<file path="src/rtl/dff_pipe_if.sv">
// Bus bundle for dff_pipe: advance/flush controls, input word and registered outputs.
// master drives the pipe's inputs; slave is the pipe itself.
interface dff_pipe_if #(
  parameter int WIDTH = 8,
  parameter int DEPTH = 4
);
  localparam int OCC_W = $clog2(((DEPTH < 1) ? 1 : DEPTH) + 1);

  logic             en;
  logic             flush;
  logic             in_valid;
  logic [WIDTH-1:0] in_data;
  logic [WIDTH-1:0] q;
  logic [WIDTH-1:0] q_bar;
  logic             out_valid;
  logic [OCC_W-1:0] occupancy;

  modport master (
    output en, flush, in_valid, in_data,
    input  q, q_bar, out_valid, occupancy
  );

  modport slave (
    input  en, flush, in_valid, in_data,
    output q, q_bar, out_valid, occupancy
  );
endinterface

</file>
<file path="src/rtl/dff_pipe.sv">
// WIDTH-bit, DEPTH-stage stallable delay line with per-stage valids, flush, occupancy and a
// separately registered complement output. Define DFF_PIPE_ASSERT_EN to compile in checks.
module dff_pipe #(
  parameter int               WIDTH     = 8,
  parameter int               DEPTH     = 4,
  parameter logic [WIDTH-1:0] RESET_VAL = '0
) (
  input  logic       clk,
  input  logic       rst,
  dff_pipe_if.slave  bus
);

  // Sizing uses a clamped depth so an illegal DEPTH still reaches the $fatal below.
  localparam int D     = (DEPTH < 1) ? 1 : DEPTH;
  localparam int OCC_W = $clog2(D + 1);

  if (DEPTH < 1) begin : g_bad_depth
    $fatal(1, "dff_pipe: DEPTH must be >= 1 (got %0d)", DEPTH);
  end
  if (WIDTH < 1) begin : g_bad_width
    $fatal(1, "dff_pipe: WIDTH must be >= 1 (got %0d)", WIDTH);
  end

  logic [WIDTH-1:0] data_q [D];
  logic [WIDTH-1:0] data_d [D];
  logic [D-1:0]     valid_q;
  logic [D-1:0]     valid_d;
  logic [WIDTH-1:0] q_bar_q;
  logic [WIDTH-1:0] q_bar_d;
  logic [OCC_W-1:0] occ_q;
  logic [OCC_W-1:0] occ_d;

  always_comb begin
    for (int k = 0; k < D; k++) begin
      data_d[k] = data_q[k];
    end
    valid_d = valid_q;
    occ_d   = occ_q;

    if (bus.flush) begin
      for (int k = 0; k < D; k++) begin
        data_d[k] = RESET_VAL;
      end
      valid_d = '0;
      occ_d   = '0;
    end else if (bus.en) begin
      data_d[0]  = bus.in_data;
      valid_d[0] = bus.in_valid;
      for (int k = 1; k < D; k++) begin
        data_d[k]  = data_q[k-1];
        valid_d[k] = valid_q[k-1];
      end
      // Modular arithmetic is safe: the true result always lies in 0..DEPTH.
      occ_d = occ_q + OCC_W'(bus.in_valid) - OCC_W'(valid_q[D-1]);
    end

    q_bar_d = ~data_d[D-1];
  end

  always_ff @(posedge clk) begin
    if (rst) begin
      for (int k = 0; k < D; k++) begin
        data_q[k] <= RESET_VAL;
      end
      valid_q <= '0;
      q_bar_q <= ~RESET_VAL;
      occ_q   <= '0;
    end else begin
      for (int k = 0; k < D; k++) begin
        data_q[k] <= data_d[k];
      end
      valid_q <= valid_d;
      q_bar_q <= q_bar_d;
      occ_q   <= occ_d;
    end
  end

  assign bus.q         = data_q[D-1];
  assign bus.q_bar     = q_bar_q;
  assign bus.out_valid = valid_q[D-1];
  assign bus.occupancy = occ_q;

`ifdef DFF_PIPE_ASSERT_EN
  localparam bit ASSERT_VERBOSE = 1'b0;

  A_COMPL: assert property (@(posedge clk) disable iff (rst) bus.q_bar == ~bus.q)
    begin if (ASSERT_VERBOSE) $info("A_COMPL pass at %0t", $time); end
    else $error("A_COMPL failed at %0t: q=%h q_bar=%h", $time, bus.q, bus.q_bar);

  A_OCC: assert property (@(posedge clk) disable iff (rst)
                          bus.occupancy == OCC_W'($countones(valid_q)))
    begin if (ASSERT_VERBOSE) $info("A_OCC pass at %0t", $time); end
    else $error("A_OCC failed at %0t: occupancy=%0d valids=%b", $time, bus.occupancy, valid_q);

  A_OCC_MAX: assert property (@(posedge clk) disable iff (rst) int'(bus.occupancy) <= D)
    begin if (ASSERT_VERBOSE) $info("A_OCC_MAX pass at %0t", $time); end
    else $error("A_OCC_MAX failed at %0t: occupancy=%0d", $time, bus.occupancy);

  A_HOLD: assert property (@(posedge clk) disable iff (rst)
                           !bus.en && !bus.flush |=> $stable(bus.q) && $stable(bus.occupancy))
    begin if (ASSERT_VERBOSE) $info("A_HOLD pass at %0t", $time); end
    else $error("A_HOLD failed at %0t", $time);

  A_FLUSH: assert property (@(posedge clk) disable iff (rst)
                            bus.flush |=> bus.occupancy == '0 && !bus.out_valid)
    begin if (ASSERT_VERBOSE) $info("A_FLUSH pass at %0t", $time); end
    else $error("A_FLUSH failed at %0t: occupancy=%0d out_valid=%b",
                $time, bus.occupancy, bus.out_valid);
`endif

endmodule

</file>
<file path="src/flat_wrapper.sv">
// flat-port wrapper written by rule: the top's interface ports become plain ports
module dff_pipe_flat 
#(
  parameter int               WIDTH     = 8,
  parameter int               DEPTH     = 4,
  parameter logic [WIDTH-1:0] RESET_VAL = '0
)
  (clk, rst, bus_en, bus_flush, bus_in_valid, bus_in_data, bus_q, bus_q_bar, bus_out_valid, bus_occupancy);
  dff_pipe_if #(.WIDTH(WIDTH), .DEPTH(DEPTH)) bus_i ();
  input  logic clk;
  input  logic rst;
  input wire logic [$bits(bus_i.en)-1:0] bus_en;
  input wire logic [$bits(bus_i.flush)-1:0] bus_flush;
  input wire logic [$bits(bus_i.in_valid)-1:0] bus_in_valid;
  input wire logic [$bits(bus_i.in_data)-1:0] bus_in_data;
  output wire logic [$bits(bus_i.q)-1:0] bus_q;
  output wire logic [$bits(bus_i.q_bar)-1:0] bus_q_bar;
  output wire logic [$bits(bus_i.out_valid)-1:0] bus_out_valid;
  output wire logic [$bits(bus_i.occupancy)-1:0] bus_occupancy;
  assign bus_i.en = bus_en;
  assign bus_i.flush = bus_flush;
  assign bus_i.in_valid = bus_in_valid;
  assign bus_i.in_data = bus_in_data;
  assign bus_q = bus_i.q;
  assign bus_q_bar = bus_i.q_bar;
  assign bus_out_valid = bus_i.out_valid;
  assign bus_occupancy = bus_i.occupancy;
  dff_pipe #(.WIDTH(WIDTH), .DEPTH(DEPTH), .RESET_VAL(RESET_VAL)) u_core (.clk(clk), .rst(rst), .bus(bus_i));
endmodule
</file>
<file path="config.mk">
export PLATFORM = sky130hd
export DESIGN_NAME = dff_pipe_flat
export DESIGN_NICKNAME = d
export VERILOG_FILES = /design/src/rtl/dff_pipe_if.sv /design/src/rtl/dff_pipe.sv /design/src/flat_wrapper.sv
export SDC_FILE = /design/constraint.sdc
export NUM_CORES = 1
export LEC_CHECK = 0
export CORE_AREA = 3 3 67 69
export DETAILED_ROUTE_END_ITERATION = 8
export DIE_AREA = 0 0 70 72
export HOLD_SLACK_MARGIN = 0.12
export PLACE_DENSITY = 0.69
export SLEW_MARGIN = 40
export SYNTH_ARGS = -nofsm -noshare
export SYNTH_HDL_FRONTEND = slang
export SYNTH_SLANG_ARGS = --single-unit
</file>
<file path="constraint.sdc">
create_clock -name clk -period 1.8 [get_ports clk]
set_input_delay 0.45 -clock clk [delete_from_list [all_inputs] [get_ports clk]]
set_output_delay 0.45 -clock clk [all_outputs]
set_load 0.03 [all_outputs]
</file>
; After elaboration in Yosys (flattened, before gate mapping)
; Memories as Yosys holds them, arrays and structs flattened.
; Cells that the tools add are included.
[word_totals]
reg_bits = 15
ramBits = 32
out_inout_bits = 20
elab_cells = 21
n_memories = 1
[mem_list]
columns = memory, depth, word_bits, rd, rd_clocked_by_memory_dff, wr, line_no
row1 = u_core.data_q, 4, 8, 4, 0, 4, dff_pipe.sv:24  ; logic [WIDTH-1:0] data_q [D];
[op_classes]
add_sub_neg = 2
muxes = 9
n_bitwise = 5
n_reduce_logical = 1
[op_table]
columns = cell, count
row1 = two-way mux 32 bit, 2
row2 = two-way mux 8 bit, 4
row3 = inverter 8 bit, 1
row4 = bitwise OR 1 bit, 4
row5 = adder 3 x 1 -> 3 bit, 1
row6 = two-way mux 1 bit, 3
row7 = subtractor 3 x 1 -> 3 bit, 1
row8 = OR reduction 2 bit, 1

; Logic depth before layout (Yosys ltp)
[logic_depth]
depth_word = 3
depth_mapped = 9

; Worst setup path before layout
; No wires, ideal clock.
[synth_timing]
path_type = reg-to-reg
startpoint = reg u_core.occ_q[0], in the netlist u_core.bus.occupancy[0]
endpoint = reg u_core.occ_q[2], in the netlist u_core.bus.occupancy[2]
setup_time_ps = 72
arrival_ps = 1819
required_time_ps = 1728
setup_slack_ps = -91
stages_incl_launch_ff = 10
n_path_buf = 0
period_less_slack_ps = 1891
path_cell_list = dfxtp_1 inv_1 ha_1 inv_1 ha_1 inv_1 fa_1 xor2_1 nand2_1 mux2i_1
[synth_between]
elab_chain_cells = 2
[synth_rtl]
columns = element, line_no
row1 = start: declaration, dff_pipe.sv:30  ; logic [OCC_W-1:0] occ_q;
row2 = start signal: assignment, dff_pipe.sv:67  ; occ_q <= '0;
row3 = start signal: assignment, dff_pipe.sv:74  ; occ_q <= occ_d;
row4 = adder 3 x 1 -> 3 bit, dff_pipe.sv:54  ; occ_d = occ_q + OCC_W'(bus.in_valid) - OCC_W'(valid_q[D-1]);
row5 = subtractor 3 x 1 -> 3 bit, dff_pipe.sv:54
; No other way between the ends.
; A chain may end at the register's enable or synchronous reset.

==> results_tabular.tex <==
\begin{tabular}{lr}
\hline
Metric & Value \\
\hline
\multicolumn{2}{l}{\textbf{Floorplan}} \\
Cell Rows & 23 \\
DIE HEIGHT & 72 um \\
Std-Cell Core Area & 0.003971 sq mm \\
Io pins & 33 \\
Starting utilization of the core area & 44.71\% \\
Die X & 70 um \\
DIE AREA & 0.005040 sq mm \\
\multicolumn{2}{l}{\textbf{Clock tree}} \\
Clock tree from TritonCTS & built \\
CTS sink cnt & 47 \\
Maximum count of clock buffers along a single path & 2 \\
H-tree Lvls & 2 \\
Later-pin clock latency in the skew report & 290 ps \\
Number of buffers inserted by post-CTS setup repair & 0 \\
Number of buffers inserted by hold repair at cts & 0 \\
TritonCTS buffer count & 5 \\
Clock-pin transition on the worst setup and hold timing paths & 80 ps \\
Root buffer selected by CTS & clkbuf\_8 \\
\multicolumn{2}{l}{\textbf{Power}} \\
Power per cell area & 933.5 mW/mm\^{}2 \\
Worst ir drop on vdd & 431.8 uV \\
Switching share of power & 19.25\% \\
Combinational Power Share & 5.9\% \\
Power spent charging and discharging nets & 0.0003974 W \\
Power Internal & 0.001668 W \\
Total power after layout & 0.002065 W \\
Leakage power total & 1.054 nW \\
Part of the power in registers & 51.2\% \\
Proportion of power drawn by the clock network & 43.0\% \\
\multicolumn{2}{l}{\textbf{Layout}} \\
Final Instance Count excl. Fillers & 239 \\
Layout cells sized above 1 & 16.40\% \\
Most common cell after layout, fill and taps aside & dfxtp\_1 \\
Area growth syn-to-layout & 24.59\% \\
Number of diodes added for antenna fixing & 0 \\
Area of the multi-input gates & 651.9 sq um \\
Highest-count cells in the layout ignoring fill and taps & dfxtp\_1 (45), nor2\_1 (31), mux2i\_1 (30) \\
Fill cell total of the finished layout & 320 \\
Seq. cell area & 943.4 sq um \\
Number of nets in the layout & 204 \\
\multicolumn{2}{l}{\textbf{Place}} \\
Cell Count Post-Placement & 231 \\
Routability congestion estimate & 0.6700 \\
Number of buffer cells added on primary ports & 32 \\
Sum of net half-perimeters after detailed placement & 2013 um \\
\multicolumn{2}{l}{\textbf{GRT}} \\
Total grt overflow & 0 \\
Number of global-route vias before repair & 1,046 \\
Largest net degree at the start of global routing & 25 \\
Initial antenna violation count & 0 \\
Total global-route track usage & 11.61\% \\
Global-route wire length before repair & 4574 um \\
\multicolumn{2}{l}{\textbf{Yosys}} \\
Part of the Yosys area used for sequential elements & 53.00\% \\
Gate count after technology mapping & 159 \\
Net Count, Synth & 175 \\
Yosys warning count & 0 \\
Number of different library cells in the post-synthesis netlist & 20 \\
Netlist Area Pre-Place & 0.001775 sq mm \\
Yosys reg bits & 47 \\
Average cell area after synthesis & 11.17 sq um \\
\multicolumn{2}{l}{\textbf{Drt}} \\
Avg Vias per Cell & 4.552 \\
Iter 0 DRT Violations & 35 \\
Wire length on met1 & 1234 um \\
DRC Markers & 0 \\
Residual antenna-violating net count after detailed routing & 0 \\
Pre-Repair DR Iteration Count & 4 \\
Amount of wire on met3 after detailed routing & 123 um \\
Routed wire length & 2666 um \\
Highest routed layer & met4 \\
Number of vias in the routed layout & 1,088 \\
Detail Route met2 WL & 1237 um \\
Wire length per cell after detailed routing & 11.15 um \\
\multicolumn{2}{l}{\textbf{Critical path}} \\
Register-to-Register Path Depth & 9 \\
Family with the most delay on the worst path & buffers and inverters \\
CP Launch Type & flip-flop \\
CP max stage delay & 670 ps \\
Critical path's slowest cell & clkdlybuf4s50\_1 \\
Endpoint class of the critical path & output port \\
Critical path peak fanout & 2 \\
Worst Path Class, Setup & flip-flop to output port \\
Total buffers and inverters traversed by the critical path & 1 \\
Cell count along the critical path & 1 \\
Critical path required time & 1350 ps \\
Worst-path cell chain & clkdlybuf4s50\_1 \\
Critical Path AT & 1310 ps \\
\multicolumn{2}{l}{\textbf{Run}} \\
Number of violations of the max-capacitance limit & 0 \\
\multicolumn{2}{l}{\textbf{STA}} \\
Unrepaired setup endpoints after global routing & yes \\
Worst slew pin tran & 331.3 ps \\
Highest achievable clock rate & 568.8 MHz \\
Setup Viol. Count Final & 0 \\
Clock period minus worst slack & 1758 ps \\
Final-layout setup total negative slack & 0 ps \\
Count of pins over their slew limit & 0 \\
Headroom to the max-slew limit & 77.88\% \\
Worst clock skew on the final layout & 6.986 ps \\
Final worst-path cycle share & 97.68\% \\
Number of hold-slack violations in the final timing report & 0 \\
\multicolumn{2}{l}{\textbf{Status}} \\
Result of the run & finished, final reports clean \\
\multicolumn{2}{l}{\textbf{Worst hold path}} \\
Worst min path class & flip-flop to flip-flop \\
Hold depth & 2 \\
\hline
\end{tabular}
power groups by stage:
stage / clock network (W) / registers [W] / logic (W)
2_1_floorplan: 0 / 0.00108 / 0.0000837
3_3_place_gp: 0 / 0.00108 / 0.000119
3_5_place_dp: 0 / 0.00108 / 0.000122
4_1_cts: 0.000916 / 0.00106 / 0.000122
5_1_grt: 0.000952 / 0.00106 / 0.000132
6_report: 0.000888 / 0.00106 / 0.000121
cells by family after synthesis:
logic type	share of synthesized area (%)
AOI/OAI and AO/OA	0.7046
DFF	52.99
xor gates and xnor gates	0.4934
adders and majority gates	2.537
and+or+nand+nor	9.796
buffers and inverters	10.43
muxes	23.04
timing repair:
| action | 4_1_cts | 5_1_grt |
|---|---|---|
| pin swaps | 0 | 0 |
| setup endpoints to repair | 1 | 6 |
| gates resized for setup | 1 | 6 |
per-layer routing:
layer  vias to the layer above  GRT usage, %
met5                         -             0
met2                        27         18.47
met1                       496         13.92
met4                         0         7.660
li1                        560             -
met3                         5         3.047
registers in the layout, indices dropped and copies added, names as in the netlist:
signal and count:
u_core.data_q 32, u_core.bus.q_bar 8, u_core.valid_q 4, u_core.bus.occupancy 3
stage by stage:
stage / setup slack [ps] / hold WS (ps) / cell area [sq um] / utilization [%]
finish: 41.84 / 482.7 / 2212 / 55.70
floorplan: 19.79 / 454.4 / 1778 / -
CTS: 9.546 / 484.3 / 2197 / 55.32
global route: -25.93 / 521.1 / 2212 / 55.70
detailed placement: -185.4 / 472.2 / 2062 / 51.92
global placement: -140.6 / 459.5 / 2062 / 51.92
final timing paths:
kind | slack [ps] | from | to
worst max-delay path | 40 | u_core.data_q[0][29]$_SDFF_PP0_ | bus_q[5]
worst min-delay path | 480 | u_core.bus.occupancy[2]$_SDFFE_PP0P_ | u_core.bus.occupancy[2]$_SDFFE_PP0P_
worst max register to register | 120 | u_core.bus.occupancy[0]$_SDFFE_PP0P_ | u_core.bus.occupancy[2]$_SDFFE_PP0P_
worst min register to register | 480 | u_core.bus.occupancy[2]$_SDFFE_PP0P_ | u_core.bus.occupancy[2]$_SDFFE_PP0P_
cell usage after synthesis:
| cell type | count | area (sq um) |
|---|---|---|
| or2_1 | 1 | 6.260 |
| dfxtp_1 | 47 | 940.9 |
| mux2_2 | 3 | 33.78 |
| inv_2 | 5 | 18.77 |
| a211oi_2 | 1 | 12.51 |
| buf_4 | 8 | 60.06 |
| buf_6 | 1 | 11.26 |
| or3_1 | 1 | 6.260 |
| buf_2 | 1 | 5.000 |
| and2_1 | 3 | 18.77 |
| mux2i_1 | 30 | 300.3 |
| nor2_1 | 31 | 116.4 |
| clkbuf_1 | 2 | 7.510 |
| buf_12 | 3 | 60.06 |
| xor2_1 | 1 | 8.760 |
| ha_1 | 2 | 25.02 |
| inv_1 | 6 | 22.52 |
| mux2_4 | 5 | 75.07 |
| nand2_1 | 7 | 26.28 |
| fa_1 | 1 | 20.02 |
layout make-up:
class	instances	area share [%]
inverters	11	1.867
well taps	50	2.828
clock buffers	5	3.111
multi-input cells	86	29.47
clock inverters	3	3.054
flip-flops and latches	47	42.65
repair buffers	37	17.02
Power figures use the tool's default switching activity.
